$ cat config.mk
export PLATFORM = sky130hd
export DESIGN_NAME = counter_arbiter
export DESIGN_NICKNAME = d
export VERILOG_FILES = /design/src/rtl/cnt_arb_pkg.sv /design/src/rtl/rr_pick.sv /design/src/rtl/counter_arbiter.sv
export SDC_FILE = /design/constraint.sdc
export NUM_CORES = 1
export LEC_CHECK = 0
export CORE_MARGIN = 4
export CORE_UTILIZATION = 49
export CTS_BUF_LIST = sky130_fd_sc_hd__clkbuf_2
export DETAILED_ROUTE_END_ITERATION = 16
export PLACE_DENSITY_LB_ADDON = 0.15
export REMOVE_ABC_BUFFERS = 1
export SYNTH_ARGS = -nofsm -noshare
export SYNTH_HDL_FRONTEND = slang
export SYNTH_SLANG_ARGS = --single-unit
$ cat constraint.sdc
create_clock -name clk -period 2.84 [get_ports clk]
set_input_delay 0.71 -clock clk [delete_from_list [all_inputs] [get_ports clk]]
set_output_delay 0.71 -clock clk [all_outputs]
set_load 0.005 [all_outputs]
$ cat src/rtl/cnt_arb_pkg.sv
// rtl/cnt_arb_pkg.sv - shared constants and state encoding for counter_arbiter
package cnt_arb_pkg;

    localparam int CNT_ARB_N_REQ = 4;
    localparam int CNT_ARB_WIDTH = 8;

    typedef logic [1:0] state_t;

    localparam state_t ST_IDLE = 2'd0;
    localparam state_t ST_RUN  = 2'd1;
    localparam state_t ST_DONE = 2'd2;

endpackage

$ cat src/rtl/rr_pick.sv
// rtl/rr_pick.sv - combinational priority pick starting at a rotating base index
module rr_pick #(
    parameter int N_REQ = 4,
    parameter int IW    = 2
) (
    input  logic [N_REQ-1:0] req,
    input  logic [IW-1:0]    base,
    output logic [N_REQ-1:0] onehot,
    output logic [IW-1:0]    idx,
    output logic             valid
);

    // Walk offsets from the top down so the smallest offset from base wins.
    always_comb begin
        int sel;
        int p;
        sel = -1;
        for (int k = N_REQ - 1; k >= 0; k--) begin
            p = (int'(base) + k) % N_REQ;
            if (req[p]) begin
                sel = p;
            end
        end
        valid  = (sel >= 0);
        onehot = '0;
        idx    = '0;
        if (sel >= 0) begin
            onehot = N_REQ'(1) << sel;
            idx    = IW'(sel);
        end
    end

endmodule

$ cat src/rtl/counter_arbiter.sv
// rtl/counter_arbiter.sv - shared delay counter granted to one requester at a time (CNT_ARB_RR_EN selects round-robin)
module counter_arbiter
    import cnt_arb_pkg::*;
#(
    parameter int N_REQ = CNT_ARB_N_REQ,
    parameter int WIDTH = CNT_ARB_WIDTH
) (
    input  logic                   clk,
    input  logic                   rst,
    input  logic [N_REQ-1:0]       req,
    input  logic [N_REQ*WIDTH-1:0] len,
    output logic [N_REQ-1:0]       gnt,
    output logic [N_REQ-1:0]       done,
    output logic                   busy,
    output logic [WIDTH-1:0]       count
);

    localparam int IW = (N_REQ > 1) ? $clog2(N_REQ) : 1;

`ifdef CNT_ARB_RR_EN
    localparam logic RR_EN = 1'b1;
`else
    localparam logic RR_EN = 1'b0;
`endif

    state_t           state;
    logic [WIDTH-1:0] len_q;
    logic [IW-1:0]    last;
    logic [IW-1:0]    w;
    logic [IW-1:0]    base;
    logic [N_REQ-1:0] pick_onehot;
    logic [IW-1:0]    pick_idx;
    logic             pick_valid;

    // Search starts one past the previous winner; fixed priority always starts at 0.
    always_comb begin
        base = '0;
        if (RR_EN) begin
            base = (last == IW'(N_REQ - 1)) ? '0 : last + IW'(1);
        end
    end

    rr_pick #(
        .N_REQ (N_REQ),
        .IW    (IW)
    ) u_pick (
        .req    (req),
        .base   (base),
        .onehot (pick_onehot),
        .idx    (pick_idx),
        .valid  (pick_valid)
    );

    assign busy = (state != ST_IDLE);

    // Arbitration, run/terminal/abort handling and the one-cycle done pulse.
    always_ff @(posedge clk) begin
        if (!rst) begin
            state <= ST_IDLE;
            gnt   <= '0;
            done  <= '0;
            count <= '0;
            len_q <= '0;
            last  <= IW'(N_REQ - 1);
            w     <= '0;
        end else begin
            case (state)
                ST_IDLE: begin
                    done  <= '0;
                    count <= '0;
                    if (pick_valid) begin
                        state <= ST_RUN;
                        gnt   <= pick_onehot;
                        w     <= pick_idx;
                        len_q <= len[pick_idx*WIDTH +: WIDTH];
                    end
                end
                ST_RUN: begin
                    if (!req[w]) begin
                        state <= ST_IDLE;
                        gnt   <= '0;
                        count <= '0;
                        last  <= w;
                    end else if (count == len_q) begin
                        state <= ST_DONE;
                        done  <= gnt;
                        gnt   <= '0;
                        count <= '0;
                        last  <= w;
                    end else begin
                        count <= count + WIDTH'(1);
                    end
                end
                ST_DONE: begin
                    state <= ST_IDLE;
                    done  <= '0;
                    count <= '0;
                end
                default: begin
                    state <= ST_IDLE;
                    gnt   <= '0;
                    done  <= '0;
                    count <= '0;
                end
            endcase
        end
    end

endmodule

---- Word level (Yosys, flattened, before mapping) ----
Cells that the tools add are included.
storage, ports and cells
  bits in latches ......................... 0
  memories ................................ 0
  input port bits ......................... 38
  bits in read-only memories .............. 0
  word-level logic and storage cells ...... 43
  output and inout bits ................... 17
  RAM bits ................................ 0
  register bits after elaboration ......... 28
operators by class
  multiply operators ...................... 0
  magnitude comparators ................... 2
  divide/modulo/power cells ............... 0
  shift-type cells ........................ 2
  eq/ne operators ......................... 5
  $add $sub $neg .......................... 1
  bitwise operators ....................... 4
  mux-type cells .......................... 15
  reduce and logical (&&, ||, !) cells .... 8
operators by type and width
  cell                                                                           count
  32-bit two-way mux                                                             4
  32-bit by 1-bit >= comparator with 1-bit output (second input constant)        1
  32-bit by 6-bit variable part select with 8-bit output                         1
  1-bit by 32-bit << shifter with 4-bit output (first input constant)            1
  4-bit two-way mux                                                              3
  4-bit one-hot mux with 3 select lines                                          1
  8-bit by 1-bit adder with 8-bit output (second input constant)                 1
  8-bit == test                                                                  1
  2-bit two-way mux                                                              4
  2-bit AND reduction                                                            4
  1-bit NOT                                                                      4
  2-bit one-hot mux with 2 select lines                                          1
  4-bit OR reduction                                                             1
  2-bit by 3-bit less-than comparator with 1-bit output (second input constant)  1
  3-bit inequality test (second input constant)                                  1
  3-bit AND reduction                                                            1
  1-bit binary-select mux with 2-bit select                                      1
  2-bit by 1-bit == test with 1-bit output (second input constant)               1
  2-bit == test (second input constant)                                          1
  2-bit logical NOT                                                              1
  2-bit inequality test (second input constant)                                  1
  2-bit nonzero test                                                             1
  1-bit two-way mux                                                              1

---- Depth between registers and ports, before layout ----
  word-level depth ........................ 7
  mapped depth ............................ 6
  depth with buffers taken out ............ 5

---- Hierarchy ----
A second synthesis with hierarchy kept.
unflattened totals
  cell total of the unflattened synthesis .. 175
  area, all modules ....................... 1575.3 sq um
by module, submodules not included
  module           area each (sq um)  seq. area each (sq um)  cells each  instances
  counter_arbiter  1392.6             560.5                   146         1
  rr_pick          182.7              0.0                     29          1

---- Worst setup path before layout ----
OpenSTA, ideal clock, no wires.
  path type ............................... input -> register
  start point ............................. input req[2]
  end point ............................... register gnt[1]
  arrival ................................. 1729 ps
  path buffers ............................ 2
  setup slack ............................. 981 ps
  data required time ...................... 2710 ps
  setup time .............................. 130 ps
  cell stages on the path ................. 6
  cells stage by stage .................... buf_6 -> mux4_2 -> nand3b_1 -> a21o_1 -> buf_4 -> a31oi_1
on the way
  cells in the longest elaborated chain, start to end .. 6
  elaborated cells on any way between the ends .. 13
  those cells by class .................... order compare: 1; eq/ne: 2; shift: 1; mux: 8; reduce/logical: 1
ends and longest elaborated chain
  item                                                                                                             line                                         text
  start: declaration                                                                                               counter_arbiter.sv:10                        input logic [N_REQ-1:0] req,
  32-bit two-way mux (3 in a row)                                                                                  rr_pick.sv:20                                if (req[p]) begin
  32-bit by 1-bit >= comparator with 1-bit output or 1-bit by 32-bit << shifter with 4-bit output (tied branches)  rr_pick.sv:24, rr_pick.sv:27, rr_pick.sv:28
  2-bit inequality test (no source line) or 4-bit two-way mux (tied branches)                                      -
  3-bit AND reduction (no source line) or 4-bit one-hot mux with 3 select lines (tied branches)                    -
  end signal: assignment                                                                                           counter_arbiter.sv:73                        gnt <= pick_onehot;
  end: declaration                                                                                                 counter_arbiter.sv:12                        output logic [N_REQ-1:0] gnt,
Parallel ways exist; a longest one is shown, timed or not. The select of a mux whose other input is x is not followed.
A chain may end at the register's enable or synchronous reset.

---- Worst setup path after layout ----
  start point ............................. register state[1]
  end point ............................... output busy
on the way
  cells in the longest elaborated chain, start to end .. 1
ends and longest elaborated chain
  item                      line                   text
  start: declaration        counter_arbiter.sv:26  state_t state;
  start signal: assignment  counter_arbiter.sv:59  state <= ST_IDLE;
  start signal: assignment  counter_arbiter.sv:72  state <= ST_RUN;
  start signal: assignment  counter_arbiter.sv:80  state <= ST_IDLE;
  2-bit nonzero test        counter_arbiter.sv:54  assign busy = (state != ST_IDLE);
  end: declaration          counter_arbiter.sv:14  output logic busy,
No other way between the ends.

==> impl_metrics.py <==
metrics = {
    "worst_setup_path": {
        "path_class": "flop to output pin",
        "arrival_ns": 1.88,
        "reg2regPathDepth": 5,
        "crit_end": "busy",
        "cpPeakStageDelay_ns": 0.59,
        "crit_start": "state[1]$_SDFFE_PN0P_",
        "worstSetupStartpointType": "flop",
        "path_max_fanout": 12,
        "rrSetupSlack_ns": 0.82,
        "r2r-end": "len_q[5]$_SDFFE_PN0P_",
        "cp.required_ns": 2.13,
        "crit_chain": "nor2_2 -> inv_1 -> clkdlybuf4s50_1",
        "crit_path_end_kind": "output pin",
        "timing.rr.start": "state[0]$_SDFFE_PN0P_",
        "slowest_stage": "clkdlybuf4s50_1",
    },
    "sta": {
        "worst_pin_slew_ns": 0.6647,
        "rsz0062_at_grt": "no",
        "finalCritPeriodShare_pct": 91.34,
        "fin_ws_ns": 0.2459,
        "finalMaxSlewViolations": 0,
        "relSlewSlack_pct": 55.52,
        "hold_viol": 0,
        "clock_skew_ns": 0.02388,
        "setup_tns_ns": 0,
        "setup_violations": 0,
        "fmax_mhz": 385.5,
        "period_needed_ns": 2.594,
    },
    "global_routing": {
        "grt_max_degree": 24,
        "antenna_found_initial": 0,
        "grt_pass1_vias": 1477,
        "grt_usage_pct": 21.11,
        "grt_overflow": 0,
        "grt_pass1_wl_mm": 6.803,
    },
    "route": {
        "dr_wl_met2_mm": 2.135,
        "drt-pass1-iter-count": 4,
        "dr_wl_met3_um": 223,
        "wl_per_cell_um": 15.87,
        "drt_iter0_markers": 97,
        "routed_wl_mm": 4.111,
        "top_layer": "met4",
        "drt-met1-wl_mm": 1.723,
        "drc": 0,
        "viasPerCell": 5.849,
        "drtAntennaViolNets": 0,
        "num_vias": 1515,
    },
    "synth": {
        "ys.flop_type": "dfxtp_1",
        "synth.cell_area_mm2": 0.001475,
        "synth.distinct_cells": 37,
        "ys_seq_area_share_pct": 38.00,
        "async_flop_share_pct": 0,
        "ys_warn_count": 0,
        "synth_edf_count": 0,
        "syn_area_per_cell_um2": 8.334,
        "netlist_instances": 177,
        "synth_seq_cells": 28,
    },
    "place": {
        "hpwlAfterDp_mm": 3.216,
        "io_buffers": 54,
        "place.gp.congestion": 0.8093,
        "preCtsSetupSlack_ns": 0.3851,
    },
    "clock_network": {
        "clk_path_buf_depth": 2,
        "path_clk_slew_ns": 0.28,
        "cts_buffers": 3,
        "h-tree-depth": 1,
        "cts_resized": 0,
        "cts_setup_buffers": 0,
        "insertion_delay_ns": 0.38,
        "cts_hold_buffers": 0,
        "cts_tree": "yes",
        "cts_num_sinks": 28,
        "cts-root-buf": "clkbuf_2",
    },
    "hold_path": {
        "holdPathStages": 2,
        "hp-class": "flop to flop",
    },
    "power": {
        "pwr_density_cell_mw_per_mm2": 446.3,
        "peakVddDrop_mv": 0.3448,
        "power.leakage_nw": 0.7595,
    },
    "finish": {
        "layout_common_cells": "54 x clkdlybuf4s50_1, 28 x dfxtp_1, 25 x a21oi_1",
        "n_antenna_cell": 0,
        "mostFrequentLayoutCell": "clkdlybuf4s50_1",
        "areaGrowthSynthToFinish_pct": 40.71,
        "drive_above_1_share_pct": 6.140,
        "layout.nets": 268,
    },
    "run": {
        "maxCapViolations": 0,
    },
    "floorplan": {
        "io_pins": 55,
        "die-area_mm2": 0.003953,
        "core_area_mm2": 0.002805,
        "die_w_um": 62.87,
        "die_y_um": 62.87,
        "initial_utilization_pct": 52.59,
        "placementRows": 19,
    },
    "status": {
        "status": "finished, final reports clean",
    },
}
power by group:
group,internal [mW],switching (mW),total [mW]
clock network,0.121,0.120,0.241
logic,0.123,0.117,0.240
registers,0.422,0.0234,0.446
worst min path at each step:
stage | start | to | slack (ns)
CTS | done[1]$_SDFFE_PN0P_ | done[1]$_SDFFE_PN0P_ | 0.48
floorplan | done[0]$_SDFFE_PN0P_ | done[0]$_SDFFE_PN0P_ | 0.45
global placement | done[1]$_SDFFE_PN0P_ | done[1]$_SDFFE_PN0P_ | 0.44
detailed placement | done[1]$_SDFFE_PN0P_ | done[1]$_SDFFE_PN0P_ | 0.45
finish | done[1]$_SDFFE_PN0P_ | done[1]$_SDFFE_PN0P_ | 0.48
global route | done[0]$_SDFFE_PN0P_ | done[0]$_SDFFE_PN0P_ | 0.50
registers in the layout, summed over array words and instances (netlist names):
signal	cells
count	8
len_q	8
done	4
gnt	4
state	2
w	2
per-stage QoR:
| step | hold slack, ns | instances | utilization (%) | area [um2] | total power, mW |
|---|---|---|---|---|---|
| 6_report | 0.4784 | 259 | 74.00 | 2076 | 0.9263 |
| 3_5_place_dp | 0.4529 | 255 | 72.39 | 2031 | 0.6874 |
| 3_3_place_gp | 0.4431 | 255 | 72.39 | 2031 | 0.6796 |
| 4_1_cts | 0.4827 | 259 | 74.00 | 2076 | 0.9284 |
| 2_1_floorplan | 0.4511 | 164 | - | 1406 | 0.5698 |
| 5_1_grt | 0.5045 | 259 | 74.00 | 2076 | 0.9720 |
area by class of cell:
type                            count  area (um2)
Clock buffer                        3       15.01
Clock inverter                      1       30.03
Fill cell                         214       729.5
Inverter                            8       30.03
Multi-Input combinational cell    128       815.8
Sequential cell                    28       560.5
Tap cell                           31       38.79
Timing Repair Buffer               60       585.6
critical path, delay by kind of cell (launching register included):
| kind | cells | cell delay [ns] |
|---|---|---|
| DFF | 1 | 0.48 |
| and+or+nand+nor | 1 | 0.11 |
| buffers and inverters | 2 | 0.91 |
Yosys cell counts, types with 2 or more instances:
| cell | count | area (um2) |
|---|---|---|
| a21o_1 | 2 | 15.01 |
| a21oi_1 | 25 | 125.1 |
| a22oi_1 | 8 | 60.06 |
| a311oi_1 | 2 | 17.52 |
| a31oi_1 | 3 | 18.77 |
| and3_1 | 2 | 12.51 |
| buf_6 | 2 | 22.52 |
| clkbuf_1 | 9 | 33.78 |
| dfxtp_1 | 28 | 560.5 |
| inv_1 | 7 | 26.28 |
| mux2i_1 | 4 | 40.04 |
| nand2_1 | 12 | 45.04 |
| nand3_1 | 4 | 20.02 |
| nor2_1 | 7 | 26.28 |
| nor3_1 | 11 | 55.05 |
| nor4_1 | 3 | 18.77 |
| o21ai_0 | 10 | 50.05 |
| o22a_1 | 7 | 61.31 |
| xnor2_1 | 4 | 35.03 |
| xor2_1 | 10 | 87.58 |
layer usage:
layer  track usage [%]  vias up
met5                 0        -
met3             5.036        6
met2             36.89       51
li1                  -      743
met1             25.69      715
met4             5.510        0
cell families (layout without fill, tap and decap cells):
logic type	Yosys count	after routing	share of synthesized area, %
compound gates	63	63	26.80
xor+xnor	14	14	8.312
fa+ha+maj	1	1	0.8480
buf+inv	21	72	6.700
flops	28	28	38.00
mux	5	5	4.241
simple gates	45	45	15.10
Power figures use the tool's default switching activity.
